===== src/rtl/hazard_detection_unit.sv =====
// Hazard controller for the 5-stage core: tracks in-flight destinations for the
// forwarding unit and resolves load-use stalls, memory-wait freezes and branch flushes.
module hazard_detection_unit #(
  parameter int CNT_W = 16
) (
  input  logic             clk,
  input  logic             rst_n,
  input  logic             id_valid,
  input  logic [4:0]       id_rs,
  input  logic [4:0]       id_rt,
  input  logic             id_uses_rs,
  input  logic             id_uses_rt,
  input  logic [4:0]       id_rd,
  input  logic             id_regwrite,
  input  logic             id_memread,
  input  logic             ex_branch_taken,
  input  logic             mem_ready,
  output logic [4:0]       id_ex_rs,
  output logic [4:0]       id_ex_rt,
  output logic [4:0]       ex_mem_rd,
  output logic [4:0]       mem_wb_rd,
  output logic             ex_mem_regwrite,
  output logic             mem_wb_regwrite,
  output logic             pc_write,
  output logic             if_id_write,
  output logic             flush_if_id,
  output logic             stall,
  output logic [CNT_W-1:0] stall_count
);

  typedef enum logic [1:0] {
    ACT_ADVANCE,
    ACT_MEM_STALL,
    ACT_FLUSH,
    ACT_LOAD_USE
  } action_e;

  logic             id_ex_valid_q, id_ex_valid_d;
  logic [4:0]       id_ex_rs_q, id_ex_rs_d;
  logic [4:0]       id_ex_rt_q, id_ex_rt_d;
  logic [4:0]       id_ex_rd_q, id_ex_rd_d;
  logic             id_ex_regwrite_q, id_ex_regwrite_d;
  logic             id_ex_memread_q, id_ex_memread_d;

  logic             ex_mem_valid_q, ex_mem_valid_d;
  logic [4:0]       ex_mem_rd_q, ex_mem_rd_d;
  logic             ex_mem_regwrite_q, ex_mem_regwrite_d;
  logic             ex_mem_memread_q, ex_mem_memread_d;

  logic             mem_wb_valid_q, mem_wb_valid_d;
  logic [4:0]       mem_wb_rd_q, mem_wb_rd_d;
  logic             mem_wb_regwrite_q, mem_wb_regwrite_d;

  logic [CNT_W-1:0] stall_count_q, stall_count_d;

  logic             mem_stall;
  logic             rs_hit;
  logic             rt_hit;
  logic             load_use;
  action_e          action;

  // Hazard detection; r0 destinations never stall since r0 is hard-wired zero.
  always_comb begin
    mem_stall = ex_mem_valid_q & ex_mem_memread_q & ~mem_ready;
    rs_hit    = id_uses_rs & (id_rs == id_ex_rd_q);
    rt_hit    = id_uses_rt & (id_rt == id_ex_rd_q);
    load_use  = id_valid & id_ex_valid_q & id_ex_memread_q &
                (id_ex_rd_q != 5'd0) & (rs_hit | rt_hit);

    action = ACT_ADVANCE;
    if (!rst_n)               action = ACT_ADVANCE;
    else if (mem_stall)       action = ACT_MEM_STALL;
    else if (ex_branch_taken) action = ACT_FLUSH;
    else if (load_use)        action = ACT_LOAD_USE;
  end

  always_comb begin
    pc_write    = 1'b1;
    if_id_write = 1'b1;
    flush_if_id = 1'b0;
    stall       = 1'b0;

    id_ex_valid_d     = id_ex_valid_q;
    id_ex_rs_d        = id_ex_rs_q;
    id_ex_rt_d        = id_ex_rt_q;
    id_ex_rd_d        = id_ex_rd_q;
    id_ex_regwrite_d  = id_ex_regwrite_q;
    id_ex_memread_d   = id_ex_memread_q;
    ex_mem_valid_d    = ex_mem_valid_q;
    ex_mem_rd_d       = ex_mem_rd_q;
    ex_mem_regwrite_d = ex_mem_regwrite_q;
    ex_mem_memread_d  = ex_mem_memread_q;
    mem_wb_valid_d    = mem_wb_valid_q;
    mem_wb_rd_d       = mem_wb_rd_q;
    mem_wb_regwrite_d = mem_wb_regwrite_q;

    if (action != ACT_MEM_STALL) begin
      mem_wb_valid_d    = ex_mem_valid_q;
      mem_wb_rd_d       = ex_mem_rd_q;
      mem_wb_regwrite_d = ex_mem_regwrite_q;
      ex_mem_valid_d    = id_ex_valid_q;
      ex_mem_rd_d       = id_ex_rd_q;
      ex_mem_regwrite_d = id_ex_regwrite_q;
      ex_mem_memread_d  = id_ex_memread_q;
      id_ex_valid_d     = 1'b0;
      id_ex_rs_d        = 5'd0;
      id_ex_rt_d        = 5'd0;
      id_ex_rd_d        = 5'd0;
      id_ex_regwrite_d  = 1'b0;
      id_ex_memread_d   = 1'b0;
    end

    case (action)
      ACT_MEM_STALL: begin
        pc_write    = 1'b0;
        if_id_write = 1'b0;
        stall       = 1'b1;
      end
      ACT_FLUSH: begin
        flush_if_id = 1'b1;
      end
      ACT_LOAD_USE: begin
        pc_write    = 1'b0;
        if_id_write = 1'b0;
        stall       = 1'b1;
      end
      default: begin
        if (id_valid) begin
          id_ex_valid_d    = 1'b1;
          id_ex_rs_d       = id_rs;
          id_ex_rt_d       = id_rt;
          id_ex_rd_d       = id_rd;
          id_ex_regwrite_d = id_regwrite;
          id_ex_memread_d  = id_memread;
        end
      end
    endcase

    stall_count_d = stall_count_q;
    if (stall && (stall_count_q != {CNT_W{1'b1}}))
      stall_count_d = stall_count_q + CNT_W'(1);
  end

  always_ff @(posedge clk) begin
    if (!rst_n) begin
      id_ex_valid_q     <= 1'b0;
      id_ex_rs_q        <= 5'd0;
      id_ex_rt_q        <= 5'd0;
      id_ex_rd_q        <= 5'd0;
      id_ex_regwrite_q  <= 1'b0;
      id_ex_memread_q   <= 1'b0;
      ex_mem_valid_q    <= 1'b0;
      ex_mem_rd_q       <= 5'd0;
      ex_mem_regwrite_q <= 1'b0;
      ex_mem_memread_q  <= 1'b0;
      mem_wb_valid_q    <= 1'b0;
      mem_wb_rd_q       <= 5'd0;
      mem_wb_regwrite_q <= 1'b0;
      stall_count_q     <= '0;
    end else begin
      id_ex_valid_q     <= id_ex_valid_d;
      id_ex_rs_q        <= id_ex_rs_d;
      id_ex_rt_q        <= id_ex_rt_d;
      id_ex_rd_q        <= id_ex_rd_d;
      id_ex_regwrite_q  <= id_ex_regwrite_d;
      id_ex_memread_q   <= id_ex_memread_d;
      ex_mem_valid_q    <= ex_mem_valid_d;
      ex_mem_rd_q       <= ex_mem_rd_d;
      ex_mem_regwrite_q <= ex_mem_regwrite_d;
      ex_mem_memread_q  <= ex_mem_memread_d;
      mem_wb_valid_q    <= mem_wb_valid_d;
      mem_wb_rd_q       <= mem_wb_rd_d;
      mem_wb_regwrite_q <= mem_wb_regwrite_d;
      stall_count_q     <= stall_count_d;
    end
  end

  // Bubbles are masked so the forwarding unit never matches a squashed stage.
  always_comb begin
    id_ex_rs        = id_ex_valid_q  ? id_ex_rs_q  : 5'd0;
    id_ex_rt        = id_ex_valid_q  ? id_ex_rt_q  : 5'd0;
    ex_mem_rd       = ex_mem_valid_q ? ex_mem_rd_q : 5'd0;
    mem_wb_rd       = mem_wb_valid_q ? mem_wb_rd_q : 5'd0;
    ex_mem_regwrite = ex_mem_valid_q & ex_mem_regwrite_q;
    mem_wb_regwrite = mem_wb_valid_q & mem_wb_regwrite_q;
    stall_count     = stall_count_q;
  end

endmodule


===== config.mk =====
export PLATFORM = sky130hd
export DESIGN_NAME = hazard_detection_unit
export DESIGN_NICKNAME = d
export VERILOG_FILES = /design/src/rtl/hazard_detection_unit.sv
export SDC_FILE = /design/constraint.sdc
export NUM_CORES = 1
export LEC_CHECK = 0
export CAP_MARGIN = 30
export CORE_UTILIZATION = 60
export CTS_CLUSTER_DIAMETER = 200
export DETAILED_ROUTE_END_ITERATION = 7
export DONT_BUFFER_PORTS = 1
export GPL_ROUTABILITY_DRIVEN = 0
export MAX_ROUTING_LAYER = met4
export PLACE_DENSITY = 0.76
export SLEW_MARGIN = 40
export SYNTH_ARGS = -nofsm -noshare
export SYNTH_HDL_FRONTEND = slang
export SYNTH_SLANG_ARGS = --single-unit
export TNS_END_PERCENT = 1

===== constraint.sdc =====
create_clock -name clk -period 3 [get_ports clk]
set_input_delay 0.6 -clock clk [delete_from_list [all_inputs] [get_ports clk]]
set_output_delay 0.6 -clock clk [all_outputs]
set_load 0.01 [all_outputs]

======== Word-level counts from Yosys, hierarchy flattened ========
Index checks and enable logic that the tools add are counted.
Widths: inputs -> output; s select.
word-level totals
  flip-flop bits (word level) ............. 49
  bits of input ports ..................... 24
  word-level logic and storage cells ...... 67
operators by class
  add/subtract/negate cells ............... 1
  equality and inequality tests ........... 7
  muxes and demuxes ....................... 29
  bitwise operators ....................... 12
  reductions and logical operators ........ 4
operators by type and width
  operator               count
  $mux 5                 13
  $add 16x1->16 const B  1
  $ne 16x16->1 const B   1
  $mux 1                 12
  $and 1x1->1            10
  $eq 5x5->1             2
  $mux 2                 4
  $reduce_bool 5->1      1
  $eq 2x2->1 const B     2
  $reduce_or 3->1        1
  $eq 2x1->1 const B     1
  $ne 2x1->1 const B     1
  $reduce_or 2->1        1
  $logic_and 1x1->1      1
  $not 1->1              1
  $or 1x1->1             1

======== Depth between registers and ports, before layout ========
Gate-level depths: netlist of run 1.
  depth after elaboration ................. 12
  depth in mapped cells ................... 9
  gate-level depth less buffers ........... 6

======== Worst setup path before layout of run 1 ========
Ideal clock, no wire load.
  path type ............................... input -> output
  start ................................... input port id_rt[3]
  end ..................................... output port pc_write
  arrival time ............................ 2257 ps
  required time ........................... 2400 ps
  slack ................................... 143 ps
  cell stages on the path ................. 9
  path buffers ............................ 3
  cell sequence ........................... xor2_1 nor4_1 a32oi_1 o31a_1 buf_6 clkbuf_1 nor2_1 inv_1 buf_4
on the way
  cells in the longest elaborated chain, start to end .. 11
  elaborated cells between the ends (all ways) .. 12
  classes of those cells .................. eq/ne: 3; mux: 5; bitwise: 3; reduce/logical: 1
ends and longest elaborated chain
  item                                             line  source
  from (decl)                                      10    input logic [4:0] id_rt,
  $eq 5x5->1 *                                     66    rt_hit = id_uses_rt & (id_rt == id_ex_rd_q);
  $and 1x1->1 *                                    66
  $or 1x1->1 *                                     68    (id_ex_rd_q != 5'd0) & (rs_hit | rt_hit);
  $and 1x1->1 *                                    68
  $mux 2 *                                         74    else if (load_use) action = ACT_LOAD_USE;
  $mux 2 *                                         73    else if (ex_branch_taken) action = ACT_FLUSH;
  $mux 2 *                                         72    else if (mem_stall) action = ACT_MEM_STALL;
  $mux 2 *                                         71    if (!rst_n) action = ACT_ADVANCE;
  $eq 2x2->1 / $eq 2x1->1 (equally long branches)  --
  $reduce_or 2->1 (no line) *                      --
  $mux 1 *                                         --
  to (decl)                                        24    output logic pc_write,
Mark *: on every way between the ends. The rest lies on a longest branch, timed or not.

======== Final worst setup path of run 1 ========
  start ................................... register id_ex_rd_q[2]
  end ..................................... output port stall
on the way
  cells in the longest elaborated chain, start to end .. 11
  elaborated cells between the ends (all ways) .. 16
  classes of those cells .................. eq/ne: 4; mux: 5; bitwise: 5; reduce/logical: 2
ends and longest elaborated chain
  item                                             line    source
  from (decl)                                      41      logic [4:0] id_ex_rd_q, id_ex_rd_d;
  from (signal assigned)                           164     id_ex_rd_q <= id_ex_rd_d;
  $eq 5x5->1 (on tied branches)                    65, 66
  $and 1x1->1 (on tied branches)                   65, 66
  $or 1x1->1                                       68
  $and 1x1->1 *                                    68
  $mux 2 *                                         74
  $mux 2 *                                         73
  $mux 2 *                                         72
  $mux 2 *                                         71
  $eq 2x2->1 / $eq 2x1->1 (equally long branches)  113     case (action)
  $reduce_or 2->1 (no line) *                      --
  $mux 1 *                                         113
  to (decl)                                        27      output logic stall,
Marked as above.

==> results of run 1 <==
worst min path at each step:
stage / from / end / slack [ns] / depth (start not counted)
floorplan: mem_wb_rd_q[0] / mem_wb_rd_q[0] / 0.43 / 2
finish: rst_n / stall_count[12] / 0.34 / 1
CTS: rst_n / stall_count[12] / 0.33 / 1
global placement: mem_wb_rd_q[0] / mem_wb_rd_q[0] / 0.43 / 2
detailed placement: mem_wb_rd_q[2] / mem_wb_rd_q[2] / 0.44 / 2
global route: rst_n / stall_count[12] / 0.32 / 1
cell usage in the layout (no fill, tap or decap), drive strengths merged, types with 5 or more instances in the layout:
cell type and n:
dfxtp 49, nand2 31, a21oi 25, and2 23, a22o 17, nor2 13, o31ai 10, or4 9
xor2 8, inv 7, nand3 7, buf 7, clkbuf 5
repair_timing:
item	in CTS	in global routing
endpoints found under the setup margin	0	3
resized for setup	0	1
hold buffers	0	0
power by group through the flow:
stage	sequential, W	clock [W]	combinational [W]
floorplan	0.000680	0	0.0000320
global placement	0.000684	0	0.0000346
detailed placement	0.000684	0	0.0000356
CTS	0.000670	0.000398	0.0000357
global route	0.000672	0.000426	0.0000403
finish	0.000670	0.000393	0.0000357
routing by layer:
layer / vias to the layer above / track usage / wire, µm
met1: 829 / 0.341 / 2150
met2: 63 / 0.352 / 1920
met3: 7 / 0.0693 / 290
met4: 0 / 0.0901 / 50
met5: - / - / 0
li1: 907 / - / -
layout make-up:
cell class / count / share of cell area
multi-input combinational: 182 / 0.482
sequential: 49 / 0.423
tap: 46 / 0.0248
timing repair buffer: 7 / 0.0226
clock inverter: 3 / 0.0199
clock buffer: 5 / 0.0162
inverter: 7 / 0.0113
critical path: cells and delay by family (launching register included):
family,cells,cell delay [ns]
simple gates,2,0.47
buf+inv,1,0.17
flops,1,0.40
xor+xnor,1,0.18
compound gates,2,0.53
state kept, by name, indices dropped and copies added, names as in the netlist:
name	flops
id_ex_valid_q	1
ex_mem_regwrite_q	1
id_ex_rt_q	5
mem_wb_valid_q	1
ex_mem_memread_q	1
mem_wb_rd_q	5
id_ex_memread_q	1
id_ex_rd_q	5
ex_mem_rd_q	5
id_ex_rs_q	5
id_ex_regwrite_q	1
mem_wb_regwrite_q	1
stall_count	16
ex_mem_valid_q	1
kinds of logic (layout without fill, tap and decap cells):
family,count (synthesis),count (layout),synth area share
adders and majority gates,1,1,0.00572
DFF,49,49,0.448
AOI/OAI and AO/OA,64,64,0.202
muxes,1,1,0.00457
and+or+nand+nor,106,106,0.257
buffers and inverters,21,22,0.0417
xor gates and xnor gates,10,10,0.0400
stage by stage:
| step | power, W | setup WS (ns) | hold WS (ns) | area (µm²) |
|---|---|---|---|---|
| after global placement | 0.000718 | 0.533 | 0.434 | 2230 |
| after floorplan | 0.000712 | 0.143 | 0.427 | 2190 |
| after global routing | 0.00114 | 0.0133 | 0.318 | 2320 |
| final | 0.00110 | 0.290 | 0.339 | 2320 |
| after detailed placement | 0.000720 | 0.488 | 0.443 | 2240 |
| after CTS | 0.00110 | 0.253 | 0.330 | 2320 |
==> qor.csv, run 1 <==
metric,value,unit
"Cell Area, Synth",2190,µm²
leakage power,0.817,nW
Die W,62.4,µm
CTS H-tree lvls,2,
multi-input logic area,1120,µm²
nets,277,
Rel. slew slack,0.538,
core area,3420,µm²
Worst Skew,0.00653,ns
clk_lat worst skew,0.37,ns
internal cell power,0.000854,W
crit share post-route,0.903,
share of layout cells above drive strength 1,0.0711,
post-layout util,0.679,
Post-CTS Setup Repair Bufs,0,
initial antenna violation count,0,
GRT Total Usage,0.249,
Clock Path Buffers,2,
post-route non-filler standard cell count,299,
HP Class,in -> reg,
n_diodes,0,
Net Switching,0.000244,W
Critical Path Start Type,flip-flop,
Worst path slowest cell,dfxtp_1,
clock tree root driver cell,clkbuf_4,
Yosys top cell area share,0.448,
most instantiated library cell after synthesis,dfxtp_1,
reg-to-reg startpoint,id_ex_rd_q[2],
Area contributors post-synth,"dfxtp_1, a22o_1, and2_1, a21oi_1, nand2_1",
FF+latch area,982,µm²
status,"finished, final reports clean",
CP Capture Type,primary output,
"critical path, cell by cell",xor2_1 -> nor4_1 -> a32oi_1 -> o31a_1 -> nor2_1 -> buf_4,
# rows,21,
Critical Path Fanout Max,5,
Final Hold Violating Endpoints,0,
Pins Over Slew Limit,0,
dpl hpwl,3.11,mm
CP endpoint,stall,
vias in the first global route,1601,
Starting Density,0.641,
Port Buf Inserts,0,
"Data arrival, critical path",2.11,ns
post-synth cell types,41,
Seq pwr share,0.610,
worst reg2reg path depth,7,
DIE AREA,3890,µm²
register area share after synthesis,0.448,
pin slew with the least headroom to its limit,0.692,ns
Ports,66,
largest net degree at the start of global routing,29,
Power Dens Cells,473,nW/µm²
# placed instances,291,
Via density,6.04,
worst path required time,2.40,ns
unrepaired setup endpoints after global routing,no,
Syn Nets,277,
"slowest stage delay, CP",0.40,ns
Sum Neg Setup Slack,0,ns
number of flops mapped to enable cells by yosys,0,
Tmin final,2.71,ns
DRC,0,
CP Class,reg -> out,
grt ovf,0,
"Clk pin slew, worst setup/hold paths",0.14,ns
Vias,1806,
Area growth syn-to-layout,6.06,%
WL per Instance,14.8,µm
post-synthesis cell count,252,
antenna-violating nets left,0,
commonest cells in the netlist,"dfxtp_1, nand2_1, a21oi_1",
first-pass GRT wire length,7.51,mm
total CTS buffers,5,
Clk network pwr share,0.357,
Die Height,62.4,µm
clock sinks,49,
"FFs w/ async S/R, synth",0,
R2R Setup Slk,0.66,ns
Switching Share,0.222,
warnings from Yosys,0,
initial drt markers,156,
Synth Area per Inst,8.68,µm²
Pre-Repair DR Iteration Count,4,
FMAX,369,MHz
Peak VDD IR,0.000277,V
Setup crit start,id_ex_rd_q[2],
r2r endpoint,stall_count[4],
Final Setup Violations,0,
Comb power frac,0.033,
Layout fillers,316,
largest area contributor in the netlist,dfxtp_1,
CTS tree,built,
max cap viols,0,
routed wire length,4.41,mm
Post-synth top flop,dfxtp_1,
Seq cells post-synth,49,
Power figures use the tool's default switching activity.
==> run 2, diff against run 1 <==
--- a/config.mk
+++ b/config.mk
@@ -5,14 +5,14 @@
 export SDC_FILE = /design/constraint.sdc
 export NUM_CORES = 1
 export LEC_CHECK = 0
+export ABC_AREA = 1
 export CAP_MARGIN = 30
-export CORE_UTILIZATION = 60
+export CORE_UTILIZATION = 30
 export CTS_CLUSTER_DIAMETER = 200
 export DETAILED_ROUTE_END_ITERATION = 7
 export DONT_BUFFER_PORTS = 1
 export GPL_ROUTABILITY_DRIVEN = 0
 export MAX_ROUTING_LAYER = met4
-export PLACE_DENSITY = 0.76
 export SLEW_MARGIN = 40
 export SYNTH_ARGS = -nofsm -noshare
 export SYNTH_HDL_FRONTEND = slang
==> qor.csv, run 2 <==
metric,value,unit,change
internal cell power,0.000855,W,about the same
antenna-violating nets left,0,,unchanged
Hold Path Stages,2,,+1
Worst path slowest cell,dfxtp_1,,
routed wire length,6.16,mm,+40%
Yosys top cell area share,0.385,,-0.0628
Post-Synth XOR/XNOR Area,0.0447,,+0.00472
Final Setup Violations,0,,unchanged
Pre-Repair DR Iteration Count,4,,unchanged
total CTS buffers,5,,unchanged
final worst slack,0.466,ns,+0.176 ns
mux cell area share after synthesis,0,,-0.00457
post-synth cell types,29,,-29%
r2r endpoint,stall_count[8],,
DRC,0,,unchanged
Ports,66,,unchanged
Die Height,94.1,µm,+51%
Peak VDD IR,0.000161,V,-42%
Port Buf Inserts,0,,unchanged
Syn Nets,409,,+48%
clock sinks,49,,unchanged
Pins Over Slew Limit,0,,unchanged
"Cell Area, Synth",2540,µm²,+16%
DIE AREA,8860,µm²,+130%
Post-synth top flop,dfxtp_1,,
worst path required time,2.40,ns,about the same
commonest cells in the netlist,"nand2_1, dfxtp_1, inv_1",,
Die W,94.1,µm,+51%
WL per Instance,12.8,µm,-13%
core area,8220,µm²,+140%
adder-cell share of the synthesized area,0.00492,,-0.000801
"worst slack, placed",0.659,ns,+0.171 ns
unrepaired setup endpoints after global routing,no,,
fraction of the mapped netlist area in simple logic gates,0.362,,+0.105
"Data arrival, critical path",1.93,ns,-0.18 ns
Final Hold Violating Endpoints,0,,unchanged
Via density,4.77,,-21%
pin slew with the least headroom to its limit,0.765,ns,+0.0725 ns
CTS H-tree lvls,2,,unchanged
Seq cells post-synth,49,,unchanged
nets,400,,+44%
share of layout cells above drive strength 1,0.0798,,+0.00864
dpl hpwl,4.39,mm,+41%
"Clk pin slew, worst setup/hold paths",0.11,ns,-0.03 ns
Worst Skew,0.0155,ns,+0.00901 ns
Post-CTS Hold Buffers,0,,unchanged
clk_lat worst skew,0.31,ns,-0.06 ns
post-route non-filler standard cell count,481,,+61%
initial drt markers,100,,-36%
clock tree root driver cell,clkbuf_8,,
# rows,33,,+57%
Hold EP,mem_wb_rd_q[0],,
"commonest non-fill, non-tap cell in the layout",nand2_1,,
largest area contributor in the netlist,dfxtp_1,,
crit share post-route,0.845,,-0.0587
Synth Area in Compound Gates,0.0934,,-0.109
Net Switching,0.000296,W,+21%
Seq pwr share,0.587,,-0.023
Area contributors post-synth,"dfxtp_1, nand2_1, a21oi_1, nand3_1, inv_1",,
Vias,2296,,+27%
HP Class,in -> reg,,
Largest register FFs,16,,unchanged
largest family of logic cells by synthesized area,simple AND/OR/NAND/NOR gates,,
initial antenna violation count,0,,unchanged
Sum Neg Setup Slack,0,ns,unchanged
Comb power frac,0.052,,+0.019
CP Capture Type,primary output,,
largest net degree at the start of global routing,39,,+34%
Post-CTS Setup Repair Bufs,0,,unchanged
# placed instances,473,,+63%
FMAX,395,MHz,+6.9%
leakage power,1.22,nW,+50%
Rel. slew slack,0.490,,-0.0478
status,"finished, final reports clean",,
first-pass GRT wire length,9.86,mm,+31%
Tmin final,2.53,ns,-0.176 ns
Clock Path Buffers,2,,unchanged
Tot Pwr,0.00115,W,+4.7%
register area share after synthesis,0.385,,-0.0628
Hold Crit Start,rst_n,,
post-cts sizing count,0,,unchanged
CP Class,reg -> out,,
"FFs w/ async S/R, synth",0,,unchanged
post-synthesis cell count,384,,+52%
Power Dens Cells,424,nW/µm²,-10%
n_diodes,0,,unchanged
grt ovf,0,,unchanged
CTS tree,built,,
Clk network pwr share,0.361,,+0.004
R2R Setup Slk,0.67,ns,about the same
"commonest non-fill, non-tap cells in the layout","nand2_1, dfxtp_1, inv_1",,
"slowest stage delay, CP",0.47,ns,+0.07 ns
most instantiated library cell after synthesis,nand2_1,,
Hold Slack,0.411,ns,+0.0721 ns
Switching Share,0.257,,+0.0350
number of flops mapped to enable cells by yosys,0,,unchanged
Starting Density,0.310,,-0.331
Critical Path Fanout Max,20,,+15
vias in the first global route,2019,,+26%
GRT Total Usage,0.146,,-0.104
max cap viols,0,,unchanged
Synth Area per Inst,6.63,µm²,-24%
"critical path, cell by cell",inv_2 -> nand2_1 -> nand2_1 -> nor2_1 -> nand3_1 -> nand2_1 -> nand3_1 -> nand2_2 -> nand2_1 -> buf_4,,
CP most frequent cell,nand2_1,,
worst reg2reg path depth,9,,+2
Area growth syn-to-layout,6.49,%,
Critical Path Start Type,flip-flop,,
warnings from Yosys,0,,unchanged
reg-to-reg startpoint,stall_count[0],,
[run 2: cells by family (layout without fill, tap and decap cells)]
| logic type | Yosys count | after routing |
|---|---|---|
| xor+xnor | 13 | 13 |
| flops | 49 | 49 |
| buf+inv | 69 | 61 |
| compound gates | 44 | 44 |
| fa+ha+maj | 1 | 1 |
| simple gates | 208 | 208 |
[run 2: how the worst max path moves through the flow]
stage | from | to | slack [ns] | cells after the start
floorplan | id_rt[1] | pc_write | 0.75 | 11
global placement | id_rt[1] | if_id_write | 0.70 | 10
detailed placement | stall_count[0] | stall_count[4] | 0.66 | 9
CTS | id_ex_rd_q[3] | if_id_write | 0.45 | 10
global route | id_ex_rd_q[3] | if_id_write | 0.21 | 10
finish | id_ex_rd_q[1] | if_id_write | 0.47 | 10
[run 2: final cells by class]
type | count | area (µm²)
repair buffers | 4 | 30.0
multi-input cells | 266 | 1290
clock buffers | 5 | 68.8
fillers | 918 | 5510
clock inverters | 3 | 26.3
inverters | 49 | 184
well taps | 105 | 131
flip-flops and latches | 49 | 981
[run 2: critical path, delay by kind of cell (launching register included)]
kind	cells	cell delay, ns
buffers and inverters	2	0.30
AND/OR/NAND/NOR	8	0.85
flip-flops	1	0.47
[run 2: through the flow]
stage	utilization	instance area (µm²)
floorplan	-	2540
global placement	0.318	2620
detailed placement	0.318	2620
CTS	0.330	2710
global route	0.330	2710
finish	0.330	2710
[run 2: power groups by stage]
stage / logic (W) / registers, W / clock network (W)
4_1_cts: 0.0000608 / 0.000675 / 0.000430
6_report: 0.0000602 / 0.000675 / 0.000415
5_1_grt: 0.0000701 / 0.000677 / 0.000459
3_3_place_gp: 0.0000603 / 0.000689 / 0
2_1_floorplan: 0.0000554 / 0.000686 / 0
3_5_place_dp: 0.0000608 / 0.000690 / 0
[run 2: per-layer routing]
layer,track usage,routed length (µm),vias to the layer above
met5,-,0,-
met4,0.0385,64,0
met3,0.0469,324,6
met2,0.230,2960,50
met1,0.179,2810,1050
li1,-,-,1190
